--- src/rtl/cpu_regfile_write_arbiter.sv ---
// cpu_regfile_write_arbiter
//
// Shares the register file's single write port among three write sources
// (0 = ALU result, 1 = memory load, 2 = loop-counter update). A round-robin
// arbiter grants at most one source per cycle. The granted request becomes a
// registered write command (we/wa/wd) one cycle later. A request whose
// address is outside the implemented file is consumed but never written, and
// it raises the sticky err_addr flag.
//
// Ports
//   clk        in   system clock, rising edge
//   reset      in   asynchronous active-high reset
//   hold       in   stall; no grant while high, round-robin pointer frozen
//   req_valid  in   [2:0] per-source request valid
//   req_addrN  in   [2:0] target register of source N
//   req_dataN  in   [7:0] write data of source N
//   err_clr    in   synchronous clear of err_addr (a same-cycle set wins)
//   gnt        out  [2:0] one-hot or zero combinational grant
//   we/wa/wd   out  registered write command to the register file
//   wsrc       out  [1:0] source that produced the last accepted command
//   err_addr   out  sticky out-of-range address flag
module cpu_regfile_write_arbiter #(
  parameter int NREGS = 5
) (
  input  logic       clk,
  input  logic       reset,
  input  logic       hold,
  input  logic [2:0] req_valid,
  input  logic [2:0] req_addr0,
  input  logic [2:0] req_addr1,
  input  logic [2:0] req_addr2,
  input  logic [7:0] req_data0,
  input  logic [7:0] req_data1,
  input  logic [7:0] req_data2,
  input  logic       err_clr,
  output logic [2:0] gnt,
  output logic       we,
  output logic [2:0] wa,
  output logic [7:0] wd,
  output logic [1:0] wsrc,
  output logic       err_addr
);

  localparam logic [3:0] NREGS_W = 4'(NREGS);

  logic [1:0] r_ptr;
  logic       r_we;
  logic [2:0] r_wa;
  logic [7:0] r_wd;
  logic [1:0] r_wsrc;
  logic       r_err;

  logic [2:0] w_rot;
  logic [1:0] w_off;
  logic [2:0] w_sum;
  logic [1:0] w_sel;
  logic       w_accept;
  logic [2:0] w_addr;
  logic [7:0] w_data;
  logic       w_bad;

  // Rotate the request vector so bit 0 is the source the pointer favours;
  // a fixed priority encoder on the rotated vector then gives round-robin.
  always_comb begin
    case (r_ptr)
      2'd1:    w_rot = {req_valid[0], req_valid[2], req_valid[1]};
      2'd2:    w_rot = {req_valid[1], req_valid[0], req_valid[2]};
      default: w_rot = req_valid;
    endcase
  end

  always_comb begin
    w_off = 2'd0;
    if (w_rot[0])      w_off = 2'd0;
    else if (w_rot[1]) w_off = 2'd1;
    else               w_off = 2'd2;
  end

  // Map the rotated winner back to a source index: (ptr + off) mod 3.
  assign w_sum    = {1'b0, r_ptr} + {1'b0, w_off};
  assign w_sel    = (w_sum >= 3'd3) ? 2'(w_sum - 3'd3) : w_sum[1:0];

  // Grant is gated by reset so nothing is accepted while reset is asserted.
  assign w_accept = (|req_valid) & ~hold & ~reset;
  assign gnt      = w_accept ? (3'b001 << w_sel) : 3'b000;

  always_comb begin
    case (w_sel)
      2'd1:    begin w_addr = req_addr1; w_data = req_data1; end
      2'd2:    begin w_addr = req_addr2; w_data = req_data2; end
      default: begin w_addr = req_addr0; w_data = req_data0; end
    endcase
  end

  assign w_bad = ({1'b0, w_addr} >= NREGS_W);

  always_ff @(posedge clk or posedge reset) begin
    if (reset) begin
      r_ptr  <= 2'd0;
      r_we   <= 1'b0;
      r_wa   <= 3'd0;
      r_wd   <= 8'd0;
      r_wsrc <= 2'd0;
      r_err  <= 1'b0;
    end else begin
      r_we <= 1'b0;
      if (w_accept) begin
        r_ptr  <= (w_sel == 2'd2) ? 2'd0 : w_sel + 2'd1;
        r_wsrc <= w_sel;
        if (!w_bad) begin
          r_we <= 1'b1;
          r_wa <= w_addr;
          r_wd <= w_data;
        end
      end
      if (w_accept && w_bad) r_err <= 1'b1;
      else if (err_clr)      r_err <= 1'b0;
    end
  end

  assign we       = r_we;
  assign wa       = r_wa;
  assign wd       = r_wd;
  assign wsrc     = r_wsrc;
  assign err_addr = r_err;

endmodule
--- config.mk ---
export PLATFORM = sky130hd
export DESIGN_NAME = cpu_regfile_write_arbiter
export DESIGN_NICKNAME = d
export VERILOG_FILES = /design/src/rtl/cpu_regfile_write_arbiter.sv
export SDC_FILE = /design/constraint.sdc
export NUM_CORES = 1
export LEC_CHECK = 0
export CELL_PAD_IN_SITES_DETAIL_PLACEMENT = 1
export CELL_PAD_IN_SITES_GLOBAL_PLACEMENT = 1
export CORE_ASPECT_RATIO = 0.7
export CORE_UTILIZATION = 30
export DETAILED_ROUTE_END_ITERATION = 6
export PLACE_DENSITY = 0.86
export SLEW_MARGIN = 20
export SYNTH_ARGS = -nofsm -noshare
export SYNTH_HDL_FRONTEND = slang
export SYNTH_SLANG_ARGS = --single-unit
--- constraint.sdc ---
create_clock -name clk -period 5 [get_ports clk]
set_input_delay 1 -clock clk [delete_from_list [all_inputs] [get_ports clk]]
set_output_delay 1 -clock clk [all_outputs]
set_load 0.02 [all_outputs]
==> summary.md, run 1 <==
| Metric | Value |
|---|---|
| All-Layer GR Usage | `19.3%` |
| Outcome | `finished clean` |
| Number of max-cap violations | `0` |
| Main combinational cell family by area after synthesis | `compound AO/OA/AOI/OAI gates` |
| Slew @ Worst Pin | `673 ps` |
| Die Width | `80.2 µm` |
| Share of layout cells above drive strength 1 | `14.5%` |
| Synth Area per Inst | `8.92 µm²` |
| Fin crit share | `between 90% and 100%` |
| Synth top area share | `approximately 33%` |
| Final HPWL from detailed placement | `3020 µm` |
| Maximum clock insertion buffer count | `2` |
| Row count | `19` |
| Drt wl/cell | `15.3 µm` |
| Worst-case reg-to-reg path depth | `17` |
| Final wirelength | `3970 µm` |
| Final ANT Viol Nets | `0` |
| Clock-pin slew on the worst setup and hold paths | `70 ps` |
| Initial Util | `32.0%` |
| Area of the core | `4020 µm²` |
| Hold wc startpoint | `err_addr$_DFFE_PP0P_` |
| Largest net degree at the start of global routing | `20` |
| Hold crit path type | `reg2reg` |
| Crit Path Max Fanout | `5` |
| Filler Cell Count | `~490` |
| Hold_ws | `508 ps` |
| Yosys warnings | `0` |
| Worst-Skew Late Latency | `between 200 and 300 ps` |
| DIE AREA | `4550 µm²` |
| CP arrival | `roughly 3800 ps` |
| Syn Nets | `194` |
| Post-synthesis mux area share | `0%` |
| Reg2reg end | `wd[2]$_DFFE_PP0P_` |
| Cells on Worst Hold Path | `1` |
| Critical R2R Launch | `r_ptr[1]$_DFFE_PP0P_` |
| Clk_skew | `3.36 ps` |
| Synthesized flop and latch total | `17` |
| Final Hold Viols | `0` |
| Synth area leaders | `dfrtp_1 (33%), o211ai_1 (14%), ha_1 (8.8%)` |
| GP Congestion | `0.732` |
| Via density | `5.27` |
| Post-synth EDFFs | `0` |
| Clk sinks | `17` |
| Adder-Cell Fraction of Synth Area | `10.3%` |
| Number of hold buffers added after CTS | `0` |
| Commonest cells post-synth | `o211ai_1 (24), nand2_1 (22), dfrtp_1 (17)` |
| Via count | `1364` |
| Die Ht | `around 57 µm` |
| CTS tree | `yes` |
| Most frequent cell after synthesis | `o211ai_1` |
| CP Capture Type | `primary output` |
| Diodes inserted | `0` |
| Register area share after synthesis | `33.1%` |
| R2r setup slk | `970 ps` |
| Cell Area, Synth | `1280 µm²` |
| Nets | `258` |
| Drt first pass iters | `4` |
| Post-layout min period | `4780 ps` |
| Worst path required time | `4000 ps` |
| Setup CP Type | `in2out` |
| Simple-gate portion of the synthesized area | `15.7%` |
| DR iter-0 viols | `44` |
| Critical Path Start Type | `primary input` |
| Core Util, Final | `roughly 50%` |
| Max Fclk | `around 210 MHz` |
| Top FF cell, synth | `dfrtp_1` |
| Max Slew Vio Count | `0` |
| Vias in the first global route | `~1400` |
| Inserted Clock Buffers | `3` |
| Slew HR | `between 50% and 60%` |
| Asr flop ratio synth | `between 90% and 100%` |
| Initial antenna violation count | `0` |
| Clock root cell | `clkbuf_8` |
| Synth Area in Compound Gates | `33.4%` |
| Hold endpoint | `err_addr$_DFFE_PP0P_` |
| Synthesis-to-layout area growth | `56.2%` |
| Synth area leader | `dfrtp_1` |
| Fraction of synthesized cell area in xor and xnor cells | `0%` |
| Unique masters post-synth | `31` |
| IO buf count | `57` |
| Grt total ovfl | `0` |
| Synthesized netlist cell count | `144` |
| IO Pins | `58` |
| Final setup vio count | `0` |
| H-tree levels | `1` |
| DRC errors left | `0` |
| Global-route wire length before repair | `~6700 µm` |
-- what timing repair did --
item	4_1_cts	5_1_grt
pin swaps	1	1
resized for setup	7	8
setup buffers	1	0
endpoints found under the setup margin	3	3
-- per-stage QoR --
step | setup slack [ps] | cells | cell area [µm²] | setup TNS [ps]
6_report | 217 | 259 | 2010 | 0
5_1_grt | -46.1 | 259 | 2010 | -46.1
4_1_cts | 169 | 259 | 1990 | 0
3_3_place_gp | -196 | 254 | 1940 | -506
3_5_place_dp | -241 | 254 | 1940 | -670
2_1_floorplan | 489 | 144 | 1280 | 0
-- worst max-delay path by stage --
| stage | cells past startpoint | slack, ps | end | start |
|---|---|---|---|---|
| floorplan | 9 | 490 | gnt[1] | req_valid[0] |
| global placement | 12 | -200 | gnt[2] | req_valid[1] |
| detailed placement | 14 | -240 | gnt[1] | req_valid[0] |
| CTS | 14 | 170 | gnt[2] | req_valid[2] |
| global route | 15 | -50 | gnt[2] | req_valid[2] |
| finish | 15 | 220 | gnt[2] | req_valid[2] |
-- routing by layer --
metal / routed length [µm] / GRT usage [%] / vias up
met5: 0 / 0 / -
met3: 199 / 2.93 / 4
met2: 1860 / 32.1 / 50
met1: 1880 / 25.3 / 653
met4: 34 / 6.63 / 0
li1: - / - / 657
-- logic make-up (layout without fill, tap and decap cells) --
| group | Yosys count | count (layout) |
|---|---|---|
| buffers and inverters | 17 | 80 |
| AND/OR/NAND/NOR | 42 | 42 |
| adder cells (fa/ha/maj) | 10 | 10 |
| flip-flops | 17 | 17 |
| AO/OA/AOI/OAI | 58 | 58 |
-- cell type report --
class / instances / area [µm²] / area share (%)
clock inverter: 1 / 5.00 / 0.249
inverter: 6 / 22.5 / 1.12
clock buffer: 3 / 41.3 / 2.06
timing repair buffer: 70 / 657 / 32.7
sequential: 17 / 425 / 21.2
multi-input combinational: 110 / 791 / 39.4
tap: 52 / 65.1 / 3.24
-- flip-flops by register name (all words and copies together) (netlist names) --
signal and count:
wa 3, r_ptr 2, wd 8, we 1, wsrc 2, err_addr 1
-- worst max-delay path, cell delays in order --
cell           delay, ps
dlygate4sd2_1        280
nand3b_1             170
o21ai_1               80
a21oi_1               70
a21oi_1              160
ha_2                 210
fa_1                 450
ha_2                 240
nor3_2               220
o32ai_2              110
buf_4                160
inv_1                 50
ha_1                 150
and2_1               120
dlygate4sd2_1        320
-- cells in the final DEF (no fill, tap or decap), types with 3 or more instances in the layout --
| master | count |
|---|---|
| clkdlybuf4s50_1 | 51 |
| o211ai_1 | 24 |
| nand2_1 | 22 |
| dfrtp_1 | 17 |
| buf_4 | 13 |
| a22oi_1 | 10 |
| nor2_1 | 7 |
| ha_1 | 7 |
| a21oi_1 | 6 |
| inv_1 | 6 |
| dlygate4sd2_1 | 5 |
| o21ai_0 | 4 |
| and2_1 | 3 |
| clkbuf_8 | 3 |
Power of run 1 is left out: the tool's default activity adds up to more than one toggle a clock period on the data nets, which glitch-free logic cannot reach.
==> run 2: changes to the inputs <==
SLEW_MARGIN = 15   (was 20)
==> results of run 2 <==
The final DEF is identical to that of run 1; final timing and power are the same.
Power of run 2 is left out for the same reason.
==> run 3: changes to the inputs <==
ABC_CLOCK_PERIOD_IN_PS = 5000   (was not set)
==> results of run 3 <==
The final DEF is identical to that of run 1; final timing and power are the same.
Power of run 3 is left out for the same reason.
==> RTL change (settings of run 2) <==
Put one more register stage on the output `err_addr`, with the module's reset. The value now appears one clock later. The other outputs are not delayed to match. Comments in the files are not updated.
--- a/src/rtl/cpu_regfile_write_arbiter.sv
+++ b/src/rtl/cpu_regfile_write_arbiter.sv
@@ -122,6 +122,12 @@
   assign wa       = r_wa;
   assign wd       = r_wd;
   assign wsrc     = r_wsrc;
-  assign err_addr = r_err;
+  always_ff @(posedge clk or posedge reset) begin
+    if (reset) begin
+      err_addr <= '0;
+    end else begin
+      err_addr <= r_err;
+    end
+  end
 
 endmodule
Formal check against the unedited RTL: not equivalent (a bounded check fails within 4 cycles, from zero or initial values and one cycle with reset high).
==> RTL change against run 2 <==
First-iteration DRC count grew 140%; area after synthesis grew 1.9%; sequential cell count grew 1; wire length shrank 1.2%; critical path depth shrank 2; utilization grew 0.29 points; sequential share of layout area grew 0.98 points; via count shrank 3.3%; final area grew 1.2%; worst setup slack gained 0.090 ns; hold slack lost 0.13 ns; critical path type unchanged.
Power is not shown: default switching activity piles up to over one toggle a cycle in this logic, so the estimate is an artifact.
==> RTL change: results (changes against run 2) <==
Final layout
  – Final nets: 259 (+0.39%)
  – Share of cells above drive strength 1: 12.0% (-2.5 points)
  – # fillers: 484 (-0.62%)

Setup path
  – Crit path largest cell delay: 0.43 ns (-0.02 ns)
  – CP Max Fanout: 6 (+1)
  – Crit path DAT: 3.69 ns (-0.09 ns)
  – Slowest stage cell, crit path: fa_1

Route
  – DR WL/cell: 15.1 um (-1.6%)
  – Total number of vias: 1319 (-3.3%)
  – DRT Wirelength: 3.93 mm (-1.2%)
  – DRT iter0 DRCs: 104 (+140%)
  – Total iterations of the first detailed-routing run: 4 (unchanged)

Logic synthesis
  – Mean area per synthesized cell: 9.03 um^2 (+1.2%)
  – Synth top area cells: dfrtp_1 (34%), o211ai_1 (14%), ha_1 (8.6%), nand2_1 (6.3%), a22oi_1 (5.7%)
  – Syn_nets: 195 (+0.52%)
  – Seq/Total Area, Yosys: 34.4% (+1.3 points)
  – Main synth FF type: dfrtp_1
  – Commonest cells post-synth: o211ai_1 (24), nand2_1 (22), dfrtp_1 (18)

Timing
  – Worst Skew: 0.00306 ns (-0.000297 ns)
  – Slew headroom: 54.4% (-0.66 points)

GRT
  – Met1 Use GR: 28.3% (+3.1 points)
  – GR Util met2: 27.0% (-5.1 points)
  – Total Routing Usage GR: 18.9% (-0.41 points)
  – First-pass GRT wire length: 6.65 mm (-0.72%)
  – Routing usage on met3: 3.04% (+0.11 points)
  – Maximum number of pins on one net before global-route repair: 20 (unchanged)
  – Vias in the first global route: 1384 (-1.3%)

Clock tree
  – Inserted Clock Buffers: 3 (unchanged)
  – Clk Latency, worst-skew pair: 0.26 ns

Placed design
  – Detail Placement HPWL: 3.11 mm (+3.0%)
  – RePlAce Congestion: 0.795 (+8.6%)
  – Dpl ws: -0.334 ns (-0.0936 ns)

Status
  – Status: complete, no violations
RTL change: final timing paths:
path / from / to / slack, ns / cells after the start
worst min-delay path: r_err / err_addr / 0.38 / 0
worst max-delay path: req_valid[1] / gnt[2] / 0.31 / 13
max in group asynchronous: reset / wa[0] / 3.35 / 2
min in group asynchronous: reset / wa[1] / 1.22 / 2
worst min register to register: r_err / err_addr / 0.38 / 0
worst max register to register: r_ptr[0] / r_err / 0.98 / 20
RTL change: per-stage QoR:
step	TNS, ns	cell area [um^2]	util (%)
global placement	-0.435	1960	48.5
finish	0	2030	50.2
global route	0	2030	50.2
CTS	0	2030	50.1
floorplan	0	1310	-
detailed placement	-0.866	1960	48.5
RTL change: cells by family (layout without fill, tap and decap cells):
| group | count (synthesis) | in the layout | share of synthesized area, % |
|---|---|---|---|
| AOI/OAI and AO/OA | 58 | 58 | 32.8 |
| and+or+nand+nor | 42 | 42 | 15.4 |
| DFF | 18 | 18 | 34.4 |
| buffers and inverters | 17 | 80 | 7.35 |
| adders and majority gates | 10 | 10 | 10.1 |
RTL change: cell type report:
class	instances	area [um^2]	share of cell area [%]
clock buffers	4	55.1	2.71
inverters	6	22.5	1.11
multi-input cells	110	766	37.7
flip-flops and latches	18	450	22.2
well taps	52	65.1	3.20
repair buffers	70	672	33.1
RTL change: routing by layer:
| metal | share of wire, % | up-vias | routed length (um) |
|---|---|---|---|
| met5 | 0 | - | 0 |
| met4 | 1.6 | 0 | 64 |
| met3 | 5.4 | 7 | 211 |
| met2 | 43 | 48 | 1680 |
| met1 | 50 | 604 | 1970 |
| li1 | - | 660 | - |
RTL change: timing repair:
item                                   in CTS  in global routing
gates resized for setup                     8                  2
setup endpoints to repair                   3                  3
endpoints found under the hold margin       0                  0
pin swaps                                   1                  1
buffers inserted                            1                  0
